File: config.mk
export PLATFORM = sky130hd
export DESIGN_NAME = result_readback_drain
export DESIGN_NICKNAME = d
export VERILOG_FILES = /design/src/rtl/result_drain_pkg.sv /design/src/rtl/row_serializer.sv /design/src/rtl/result_readback_drain.sv
export SDC_FILE = /design/constraint.sdc
export NUM_CORES = 2
export LEC_CHECK = 0
export CORE_AREA = 2 2 685 687
export DETAILED_ROUTE_END_ITERATION = 6
export DIE_AREA = 0 0 687 689
export PLACE_DENSITY = 0.37
export SLEW_MARGIN = 20
export SYNTH_ARGS = -nofsm -noshare
export SYNTH_HDL_FRONTEND = slang
export SYNTH_HIERARCHICAL = 1
export SYNTH_SLANG_ARGS = --single-unit
File: constraint.sdc
create_clock -name clk -period 12.11 [get_ports clk]
set_input_delay 1.8165 -clock clk [delete_from_list [all_inputs] [get_ports clk]]
set_output_delay 1.8165 -clock clk [all_outputs]
set_load 0.005 [all_outputs]
File: src/rtl/result_drain_pkg.sv
// Shared configuration, FSM state type and row slicing helper for the results drain.
package result_drain_pkg;

   localparam int unsigned ADDRESSSIZE    = 10;
   localparam int unsigned PARTIAL_SUM_BW = 24;
   localparam int unsigned MATRIX_SIZE    = 64;
   localparam int unsigned LANES          = 8;

   localparam int unsigned ROW_W      = PARTIAL_SUM_BW * MATRIX_SIZE;
   localparam int unsigned BEAT_W     = PARTIAL_SUM_BW * LANES;
   localparam int unsigned BEATS      = MATRIX_SIZE / LANES;
   localparam int unsigned BEAT_IDX_W = (BEATS > 1) ? $clog2(BEATS) : 1;
   localparam int unsigned CNT_W      = ADDRESSSIZE + 1;
   localparam int unsigned ROW_IDX_W  = $clog2(ROW_W);

   typedef enum logic [2:0] {
      IDLE,
      RD,
      CAP,
      SEND,
      DONE
   } state_e;

   // Beat k of a row: lanes k*LANES .. k*LANES+LANES-1, lane 0 in the LSBs.
   function automatic logic [BEAT_W-1:0] beat_slice(input logic [ROW_W-1:0]      row,
                                                    input logic [BEAT_IDX_W-1:0] k);
      return row[ROW_IDX_W'(k) * ROW_IDX_W'(BEAT_W) +: BEAT_W];
   endfunction

endpackage

File: src/rtl/row_serializer.sv
// Holds one captured results row and presents it one registered beat at a time.
module row_serializer
   import result_drain_pkg::*;
(
   input  logic              clk,
   input  logic              rst,
   input  logic              load_i,
   input  logic              advance_i,
   input  logic [ROW_W-1:0]  row_i,
   output logic [BEAT_W-1:0] data_o,
   output logic              last_beat_o
);

   localparam logic [BEAT_IDX_W-1:0] LAST_IDX = BEAT_IDX_W'(BEATS - 1);

   logic [ROW_W-1:0]      row_q, row_d;
   logic [BEAT_IDX_W-1:0] idx_q, idx_d;
   logic [BEAT_W-1:0]     data_q, data_d;
   logic                  last_q, last_d;

   // Row, beat index and the presented beat are all registered.
   always_ff @(posedge clk) begin
      if (rst) begin
         row_q  <= '0;
         idx_q  <= '0;
         data_q <= '0;
         last_q <= 1'b0;
      end else begin
         row_q  <= row_d;
         idx_q  <= idx_d;
         data_q <= data_d;
         last_q <= last_d;
      end
   end

   // Load starts a row at beat 0; advance steps to the next beat and wraps after the last.
   always_comb begin
      row_d  = row_q;
      idx_d  = idx_q;
      data_d = data_q;
      last_d = last_q;
      if (load_i) begin
         row_d  = row_i;
         idx_d  = '0;
         data_d = beat_slice(row_i, '0);
         last_d = (LAST_IDX == '0);
      end else if (advance_i) begin
         idx_d  = (idx_q == LAST_IDX) ? '0 : idx_q + BEAT_IDX_W'(1);
         data_d = beat_slice(row_q, idx_d);
         last_d = (idx_d == LAST_IDX);
      end
   end

   assign data_o      = data_q;
   assign last_beat_o = last_q;

endmodule

File: src/rtl/result_readback_drain.sv
// Reads a run of results rows from the SRAM and streams them out as valid/ready beats.
module result_readback_drain
   import result_drain_pkg::*;
(
   input  logic                   clk,
   input  logic                   rst,
   input  logic                   start,
   input  logic [ADDRESSSIZE-1:0] base_addr,
   input  logic [CNT_W-1:0]       row_count,
   input  logic                   sram_wr_active,
   output logic                   sram_rd_en,
   output logic [ADDRESSSIZE-1:0] sram_rd_addr,
   input  logic [ROW_W-1:0]       sram_rd_data,
   output logic                   out_valid,
   input  logic                   out_ready,
   output logic [BEAT_W-1:0]      out_data,
   output logic                   out_last_beat,
   output logic                   out_last_row,
   output logic                   busy,
   output logic                   done
);

   state_e                 state_q, state_d;
   logic [ADDRESSSIZE-1:0] base_q, base_d;
   logic [ADDRESSSIZE-1:0] addr_q, addr_d;
   logic [CNT_W-1:0]       count_q, count_d;
   logic [CNT_W-1:0]       row_idx_q, row_idx_d;
   logic                   valid_q, valid_d;
   logic                   last_row_q, last_row_d;
   logic                   busy_q, busy_d;
   logic                   done_q, done_d;
   logic                   rd_en_c;
   logic                   load_c;
   logic                   advance_c;
   logic                   beat_last;

   // State, counters and registered status outputs.
   always_ff @(posedge clk) begin
      if (rst) begin
         state_q    <= IDLE;
         base_q     <= '0;
         addr_q     <= '0;
         count_q    <= '0;
         row_idx_q  <= '0;
         valid_q    <= 1'b0;
         last_row_q <= 1'b0;
         busy_q     <= 1'b0;
         done_q     <= 1'b0;
      end else begin
         state_q    <= state_d;
         base_q     <= base_d;
         addr_q     <= addr_d;
         count_q    <= count_d;
         row_idx_q  <= row_idx_d;
         valid_q    <= valid_d;
         last_row_q <= last_row_d;
         busy_q     <= busy_d;
         done_q     <= done_d;
      end
   end

   // Next state, counter updates, read strobe and next values of the status outputs.
   always_comb begin
      state_d   = state_q;
      base_d    = base_q;
      count_d   = count_q;
      row_idx_d = row_idx_q;
      rd_en_c   = 1'b0;
      load_c    = 1'b0;
      advance_c = 1'b0;

      unique case (state_q)
         IDLE: begin
            if (start) begin
               if (row_count != '0) begin
                  base_d    = base_addr;
                  count_d   = row_count;
                  row_idx_d = '0;
                  state_d   = RD;
               end else begin
                  state_d = DONE;
               end
            end
         end
         RD: begin
            if (!sram_wr_active) begin
               rd_en_c = 1'b1;
               state_d = CAP;
            end
         end
         CAP: begin
            load_c  = 1'b1;
            state_d = SEND;
         end
         SEND: begin
            if (valid_q && out_ready) begin
               advance_c = 1'b1;
               if (beat_last) begin
                  if (row_idx_q == count_q - CNT_W'(1)) begin
                     state_d = DONE;
                  end else begin
                     row_idx_d = row_idx_q + CNT_W'(1);
                     state_d   = RD;
                  end
               end
            end
         end
         DONE: begin
            state_d = IDLE;
         end
         default: begin
            state_d = IDLE;
         end
      endcase

      // Address wraps naturally at the SRAM depth.
      addr_d     = base_d + ADDRESSSIZE'(row_idx_d);
      valid_d    = (state_d == SEND);
      busy_d     = (state_d == RD) || (state_d == CAP) || (state_d == SEND);
      done_d     = (state_d == DONE);
      last_row_d = (state_d == SEND) && (row_idx_d == count_d - CNT_W'(1));
   end

   row_serializer u_serializer (
      .clk         (clk),
      .rst         (rst),
      .load_i      (load_c),
      .advance_i   (advance_c),
      .row_i       (sram_rd_data),
      .data_o      (out_data),
      .last_beat_o (beat_last)
   );

   assign sram_rd_en    = rd_en_c;
   assign sram_rd_addr  = addr_q;
   assign out_valid     = valid_q;
   assign out_last_beat = beat_last;
   assign out_last_row  = last_row_q;
   assign busy          = busy_q;
   assign done          = done_q;

endmodule
==> summary.md <==
| Metric | Value |
|---|---|
| Port Buf Inserts | `1769` |
| Leading area contributor after synthesis | `dfxtp_1` |
| CP bufs+invs | `5` |
| Clk root buf | `clkbuf_16` |
| Comb power frac | `0.113` |
| Final WL | `442 mm` |
| Setup CP Type | `flip-flop to flip-flop` |
| Max incr delay on CP | `0.89 ns` |
| # H-tree levels | `4` |
| Share of post-route cells with drive strength above 1 | `0.0500` |
| Ys async rst share | `0` |
| Clock power share | `0.476` |
| Initial DRC Count | `4642` |
| Detailed Place HPWL | `332 mm` |
| # nets final | `11.4k` |
| Hold Crit Depth | `2` |
| Sequential share of the synthesized area | `0.466` |
| Critical Path Source Type | `flip-flop` |
| Overall Global Routing Usage | `0.177` |
| Final instance area | `0.108 mm2` |
| Final core occ | `0.232` |
| Simple-gate share of the synthesized area | `0.181` |
| GPL Wtd Cong | `0.829` |
| # DRC | `0` |
| Min cycle time layout | `5.36 ns` |
| Vias in the first global route | `66.2k` |
| Worst skew pair latency | `0.95 ns` |
| TritonCTS clock tree | `yes` |
| Critical Path Stages | `9` |
| Adder-cell share of the synthesized area | `0.00272` |
| Switching share of power | `0.259` |
| Die H | `689 um` |
| RSZ-0062 raised after global routing | `no` |
| Crit path max fanout | `118` |
| Fin crit share | `0.443` |
| # fillers | `51.3k` |
| FF+latch count, synth | `1781` |
| CTS Sinks | `1781` |
| Hold_buf cts | `0` |
| CP Cell Sequence | `nor3b_2 > buf_12 > buf_4 > buf_4 > buf_12 > buf_4 > a22oi_1 > nor2_1 > a41o_1` |
| Fmax | `187 MHz` |
| Ys Warns | `6` |
| R2R Setup Slk | `6.75 ns` |
| R2R depth | `9` |
| Psw | `3.96 mW` |
| # Post-CTS Setup Buffers | `0` |
| Clk buf depth | `4` |
| Worst EP required | `12.93 ns` |
| DRT Pass-1 Iters | `6` |
| Syn nets | `9986` |
| Synthesis-to-layout area growth | `41.3%` |
| Number of max-cap violations | `0` |
| Num ports | `1770` |
| Post-synthesis mux area share | `0.228` |
| Post-synth EDFFs | `0` |
| Crit path arrival time | `6.18 ns` |
| Post-synthesis compound-gate area fraction | `0.0744` |
| Worst path most repeated cell | `buf_4` |
| Cell area after synthesis | `0.0764 mm2` |
| CP max stage cell | `buf_4` |
| First-pass GRT wire length | `586 mm` |
| Largest family of logic cells by synthesized area | `multiplexers` |
| XOR/XNOR Fraction of Synth Area | `0.00447` |
| Area of the core | `0.466 mm2` |
| Top_reg_cell synth | `dfxtp_1` |
| Placed Area | `0.0998 mm2` |
| Sequential group share of total power | `0.411` |
| Via/cell ratio | `4.16` |
| Status | `completed` |
| Worst slew pin tran | `1.12 ns` |
| Total gr overflow | `0` |
| Drt wl/cell | `27.1 um` |
| Area of the die | `0.473 mm2` |
| CP Capture Type | `flip-flop` |
| Internal power | `11.3 mW` |
| Reg clk slew, reported paths | `0.06 ns` |
| Skew final | `0.0663 ns` |
| Leakage | `38.9 nW` |
| Syn Area/Cell | `9.09 um2` |
| Die Width | `687 um` |
| Fin. Hold Viols | `0` |
| Pwr Density | `142 mW/mm2` |
| Max-slew violations | `0` |
| Post-synthesis cell count | `8408` |
| FP Rows | `251` |
| Initial Util | `0.164` |
| Min-delay worst type | `flip-flop to flip-flop` |
| DRT antenna net count | `0` |
| Number of antenna violations at the first check in global routing | `408` |
| Clock buffer count from CTS | `233` |
| Post-synth top area share | `0.466` |
| Final setup violation count | `0` |
| Worst slew margin | `0.230` |
| Largest net degree at the start of global routing | `154` |
| Cts repair resizes | `0` |
| Via count | `67.9k` |
| Worst vdd ir | `0.119 mV` |
| Crit path max-delay family | `buffers and inverters` |
| Post-synth cell types | `75` |
| Most area-consuming cells after synthesis | `dfxtp_1 (47%), mux2i_1 (23%), nor2_1 (8.7%)` |
| Setup TNS | `0 ns` |
-- layout make-up --
cell class | instances | area, um2 | area share
repair buffers | 1878 | 18800 | 0.174
well taps | 6198 | 7750 | 0.0718
flip-flops and latches | 1781 | 35700 | 0.330
multi-input cells | 5930 | 37500 | 0.348
clock buffers | 356 | 7010 | 0.0649
inverters | 13 | 48.8 | 0.000452
diodes | 111 | 278 | 0.00257
clock inverters | 66 | 876 | 0.00811
-- routing by layer --
layer,vias up,GRT usage,share of wire
met5,-,0,0.0022
met4,152,0.0611,0.033
met3,877,0.0549,0.073
met2,2196,0.297,0.48
met1,32700,0.214,0.41
li1,32000,-,-
-- tightest hold or removal path: stages (launching register included) --
cell and delay, ns:
dfxtp_1 0.32, mux2i_1 0.06, nor2_1 0.07
-- path summary, 6_finish.rpt --
kind	start	end
worst max-delay path	state_q[1]	u_serializer/data_o[40]
worst min-delay path	u_serializer/row_q[902]	u_serializer/row_q[902]
worst max register to register	state_q[1]	u_serializer/data_o[40]
worst min register to register	u_serializer/row_q[902]	u_serializer/row_q[902]
-- sequential cells by signal, summed over array words and instances, names as in the netlist, 3 cells and up --
register             flops
base_q                  10
count_q                 11
row_idx_q               11
sram_rd_addr            10
state_q                  3
u_serializer/data_o    192
u_serializer/idx_q       3
u_serializer/row_q    1536
-- logic make-up (layout without fill, tap and decap cells) --
group | after synthesis | after routing
adders and majority gates | 16 | 16
buffers and inverters | 697 | 2313
xor gates and xnor gates | 39 | 39
other | 0 | 111
and+or+nand+nor | 3469 | 3469
muxes | 1741 | 1741
DFF | 1781 | 1781
AOI/OAI and AO/OA | 665 | 665
-- synth_stat cells (4+ instances only) --
library cell     n
nor2b_1         24
nor4_1           5
inv_1           13
nand4_1          6
a41o_1         193
nor3_1          12
buf_6           33
a21o_1          10
clkbuf_4         8
clkbuf_1       309
nand2_1       1200
xnor2_1         29
buf_1           42
nand2b_1         4
dfxtp_1       1781
a21oi_1         21
ha_1            15
a22oi_1        195
mux2i_1       1738
buf_2          277
o21ai_0         12
xor2_1          10
nor2_1        1775
a22o_1           4
a32oi_1        192
nor3b_1          4
nand3_1        404
buf_4           15
o221ai_1         4
and3_1           9
-- metrics by stage --
step           cells  hold slack [ns]  total power, mW  setup WS [ns]
2_1_floorplan   8408            0.460             7.20           6.17
3_3_place_gp   15800            0.472             8.14           5.66
3_5_place_dp   15800            0.479             8.14           5.82
4_1_cts        16200            0.494             15.5           6.73
5_1_grt        16300            0.506             15.9           6.34
6_report       16300            0.488             15.3           6.75
-- power by group through the flow --
stage	registers [mW]	logic, mW	clock network (mW)
2_1_floorplan	6.34	0.863	0
3_3_place_gp	6.40	1.74	0
3_5_place_dp	6.40	1.74	0
4_1_cts	6.28	1.75	7.52
5_1_grt	6.30	1.87	7.72
6_report	6.28	1.73	7.27
-- placed cells by master (no fill, tap or decap), types with 12 or more instances in the layout --
cell type / Yosys / final
inv_1: 13 / 13
a41o_1: 193 / 193
a21oi_1: 21 / 21
clkinv_2: 0 / 35
nand2_1: 1200 / 1200
xnor2_1: 29 / 29
buf_4: 15 / 85
clkbuf_8: 0 / 70
clkbuf_16: 0 / 234
bufinv_16: 0 / 14
mux2i_1: 1738 / 1736
nor3_1: 12 / 12
nor2b_1: 24 / 23
buf_12: 0 / 24
a32oi_1: 192 / 192
clkdlybuf4s50_1: 0 / 1768
dfxtp_1: 1781 / 1781
nand3_1: 404 / 404
a22oi_1: 195 / 195
diode_2: 0 / 111
o21ai_0: 12 / 12
nor2_1: 1775 / 1773
ha_1: 15 / 15
clkbuf_1: 309 / 52
Note: power is estimated with default switching activity, not from simulation.
